$ cat src/rtl/register_file_2r1w.sv
// register_file_2r1w
//   DEPTH x WIDTH general-purpose register bank: one synchronous write port,
//   two combinational read ports, synchronous clear of every word.
//
//   Optional feature macro: REGFILE_BYPASS_EN
//     defined   -> write-through forwarding: a read port addressing the word
//                  being written this cycle returns inWrData combinationally.
//     undefined -> no forwarding; the new value appears the cycle after the
//                  write edge.
//
// Parameters
//   WIDTH    bits per word
//   DEPTH    number of words (power of two, >= 2)
//   ADDR_W   address width, log2(DEPTH)
//   ZERO_REG 1 = register 0 reads as zero and ignores writes
//
// Ports
//   inClk       clock, rising edge
//   inClr       synchronous active-high clear of all words and outWrAck
//   inWrEn      write enable
//   inWrAddr    write address
//   inWrData    write data
//   inRdAddrA   read port A address
//   inRdAddrB   read port B address
//   outRdDataA  read port A data (combinational)
//   outRdDataB  read port B data (combinational)
//   outWrAck    registered, high one cycle after an accepted write
module register_file_2r1w #(
  parameter int WIDTH    = 16,
  parameter int DEPTH    = 16,
  parameter int ADDR_W   = 4,
  parameter int ZERO_REG = 1
) (
  input  logic              inClk,
  input  logic              inClr,
  input  logic              inWrEn,
  input  logic [ADDR_W-1:0] inWrAddr,
  input  logic [WIDTH-1:0]  inWrData,
  input  logic [ADDR_W-1:0] inRdAddrA,
  input  logic [ADDR_W-1:0] inRdAddrB,
  output logic [WIDTH-1:0]  outRdDataA,
  output logic [WIDTH-1:0]  outRdDataB,
  output logic              outWrAck
);

  localparam bit ZERO_EN = (ZERO_REG != 0);

  logic [WIDTH-1:0] mem [DEPTH];
  logic             wr_ok;

  // A write is accepted unless clear wins or it targets a hardwired zero reg.
  always_comb begin
    wr_ok = inWrEn & ~inClr & ~(ZERO_EN & (inWrAddr == '0));
  end

  always_ff @(posedge inClk) begin
    if (inClr) begin
      for (int unsigned i = 0; i < DEPTH; i++) begin
        mem[i] <= '0;
      end
      outWrAck <= 1'b0;
    end else begin
      if (wr_ok) begin
        mem[inWrAddr] <= inWrData;
      end
      outWrAck <= wr_ok;
    end
  end

  always_comb begin
    outRdDataA = mem[inRdAddrA];
    outRdDataB = mem[inRdAddrB];
`ifdef REGFILE_BYPASS_EN
    if (wr_ok && (inRdAddrA == inWrAddr)) begin
      outRdDataA = inWrData;
    end
    if (wr_ok && (inRdAddrB == inWrAddr)) begin
      outRdDataB = inWrData;
    end
`endif
    // Zero-register masking applied last so it overrides forwarding too.
    if (ZERO_EN && (inRdAddrA == '0)) begin
      outRdDataA = '0;
    end
    if (ZERO_EN && (inRdAddrB == '0)) begin
      outRdDataB = '0;
    end
  end

endmodule

$ cat config.mk
export PLATFORM = sky130hd
export DESIGN_NAME = register_file_2r1w
export DESIGN_NICKNAME = d
export VERILOG_FILES = /design/src/rtl/register_file_2r1w.sv
export SDC_FILE = /design/constraint.sdc
export NUM_CORES = 1
export LEC_CHECK = 0
export CAP_MARGIN = 20
export CORE_UTILIZATION = 62
export DETAILED_ROUTE_END_ITERATION = 12
export PLACE_DENSITY = 0.82
export SYNTH_ARGS = -nofsm -noshare
export SYNTH_HDL_FRONTEND = slang
export SYNTH_SLANG_ARGS = --single-unit
$ cat constraint.sdc
create_clock -name inClk -period 2.9 [get_ports inClk]
set_input_delay 0.58 -clock inClk [delete_from_list [all_inputs] [get_ports inClk]]
set_output_delay 0.58 -clock inClk [all_outputs]
set_load 0.02 [all_outputs]
==> flow_metrics.tcl <==
set metrics [dict create \
    io_pins 64 \
    power.density_nw_per_um2 548.7 \
    cts-buffers-inserted 24 \
    layout-drive-gt1-share_pct 28.00 \
    synthCells 934 \
    fin_crit_sh_pct 99.84 \
    tns_ns 0 \
    drv_slew 0 \
    hold_viol_final 0 \
    holdPathEnd "outWrAck" \
    path_clk_slew_ns 0.06 \
    ys.flop_type "edfxtp_1" \
    grt_max_degree 26 \
    cts_root_buf "clkbuf_16" \
    vias_per_cell 6.733 \
    rsz0062_at_grt "yes" \
    drtIter0Drc 1250 \
    postLayoutCoreUtil_pct 74.82 \
    synth_top_area_share_pct 54.38 \
    hold_class "in2reg" \
    fin_ws_ns 0.004554 \
    port_buffers 63 \
    synthArstFlopShare_pct 0 \
    vias 8968 \
    finalSetupViolCount 0 \
    worstMarginPinSlew_ns 0.6194 \
    yosysSeqAreaShare_pct 54.53 \
    initial_core_util_pct 63.31 \
    drv_cap 0 \
    min_period_ns 2.895 \
    path_max_fanout 7 \
    antenna_found_initial 1 \
    whs_path_depth 3 \
    ir_drop_mv 0.5541 \
    maxSlewHeadroom_pct 58.58 \
    path_class "in2out" \
    status "completed" \
    drc 0 \
    final_cell_mix "edfxtp_1 (241), and2_1 (240), mux2i_1 (97), buf_4 (74), mux4_2 (67)" \
    synth_cell_type_count 45 \
    min_from "inWrAddr[3]" \
    nFillCells 1281 \
    synth-seq-cells 242 \
    synthToLayoutAreaGrowth_pct 18.17 \
    syn_nets 965 \
    total_power_mw 8.630 \
    placed_cells 1282 \
    cp-start-kind "input pin" \
    instances_no_fill 1332 \
    coreArea_um2 21020 \
    diodes 0 \
    ys_warn_count 0 \
    critPathRequiredTime_ns 2.32 \
    crit_arrival_ns 2.32 \
    hpwlAfterDp_um 24100 \
    fp-row-count 53 \
    dieArea_um2 22060 \
    nNetsFinal 1070 \
    cts.sinks 242 \
    pre_cts_ws_ns -0.5615 \
    end_kind "primary output" \
    syn-mean-instance-area_um2 14.25 \
    clk_path_buf_depth 3 \
    track_usage_pct 34.46 \
    gp_congestion 0.9517 \
    htreeDepth 1 \
    overflow 0 \
    die_w_um 148.5 \
    fp.dieH_um 148.5 \
    firstDrtPassIters 5 \
    synth_area_leaders "edfxtp_1 (54%), mux4_2 (11%), and2_1 (11%)" \
    ant_nets 0 \
    fmax_mhz 345.4 \
    wl_per_cell_um 28.12 \
    synth_largest_area_cell "edfxtp_1" \
    p_leak_nw 5.829 \
    grt_pass1_vias 8961 \
    cts_tree "built" \
    grt_pass1_wl_um 54790 \
    syn_area_um2 13310 \
    synth-edff-count 241 \
    drt-total-wl_um 37460 \
    final_common_cell "edfxtp_1" \
]
cells by family (layout without fill, tap and decap cells):
family          count (synthesis)  after routing  synth area share (%)
compound gates                113            113                 6.186
buf+inv                        83            206                 3.572
mux                           189            189                 20.67
other cells                     1              1               0.02818
flops                         242            242                 54.53
simple gates                  306            306                 15.01
critical path, cell delays in order:
cell           delay (ns)
buf_6                0.17
buf_12               0.17
buf_4                0.12
mux4_2               0.49
mux2i_1              0.24
a21oi_1              0.18
dlygate4sd2_1        0.36
metal layers:
metal,part of all wire [%],global-route usage [%]
met1,38,47.17
met2,49,56.36
met3,10,5.521
met4,3.0,11.96
met5,0,0
flip-flops by register name, summed over array words and instances, names as in the netlist:
signal	flops
outWrAck	1
mem	241
cell usage after synthesis (all sizes together), types with 2 or more instances:
| cell | instances |
|---|---|
| or2 | 15 |
| nand2 | 4 |
| clkbuf | 39 |
| a21oi | 47 |
| edfxtp | 241 |
| a211oi | 3 |
| and2 | 241 |
| nor3b | 2 |
| nor3 | 3 |
| nor2b | 2 |
| o22ai | 14 |
| a221o | 15 |
| mux2 | 17 |
| mux4 | 67 |
| a2111oi | 15 |
| nand2b | 4 |
| nor2 | 28 |
| nand3 | 2 |
| nand3b | 2 |
| and3b | 2 |
| mux2i | 105 |
| a22oi | 15 |
| buf | 44 |
report_power, final:
part | internal, mW | switching (mW)
sequential | 4.05 | 0.112
clock | 1.84 | 1.33
combinational | 0.589 | 0.715
final cells by class:
cell class | count | area (um^2) | share of cell area (%)
Clock inverter | 16 | 152.6 | 0.9706
Clock buffer | 28 | 636.9 | 4.049
Sequential cell | 242 | 7257 | 46.14
Multi-Input combinational cell | 609 | 5684 | 36.14
Timing Repair Buffer | 162 | 1653 | 10.51
Tap cell | 275 | 344.1 | 2.188
metrics by stage:
stage,instance area (um^2),hold WS [ns]
after floorplan,13310,0.7555
after global placement,14720,1.370
after detailed placement,14720,1.377
after CTS,15630,0.8488
after global routing,15730,0.8756
final,15730,0.8545
repair_timing:
action                     4_1_cts  5_1_grt
buffers inserted                 0        3
gates cloned                     2        1
pin swaps                        0        4
setup endpoints to repair       32       23
gates resized for setup         59       29
hold buffers                     0        0
how the worst max path moves through the flow:
stage                            start        endpoint  slack (ns)  depth (start not counted)
final                     inRdAddrB[0]   outRdDataB[5]       0.005                          7
after global routing      inRdAddrB[0]   outRdDataB[9]      -0.007                          7
after CTS                 inRdAddrA[2]  outRdDataA[14]        0.01                          7
after detailed placement  inRdAddrA[0]  outRdDataA[15]       -0.56                          6
after global placement    inRdAddrA[0]   outRdDataA[6]       -0.57                          6
after floorplan           inRdAddrA[0]  outRdDataA[14]        0.49                          5
Note: power is estimated with default switching activity, not from simulation.
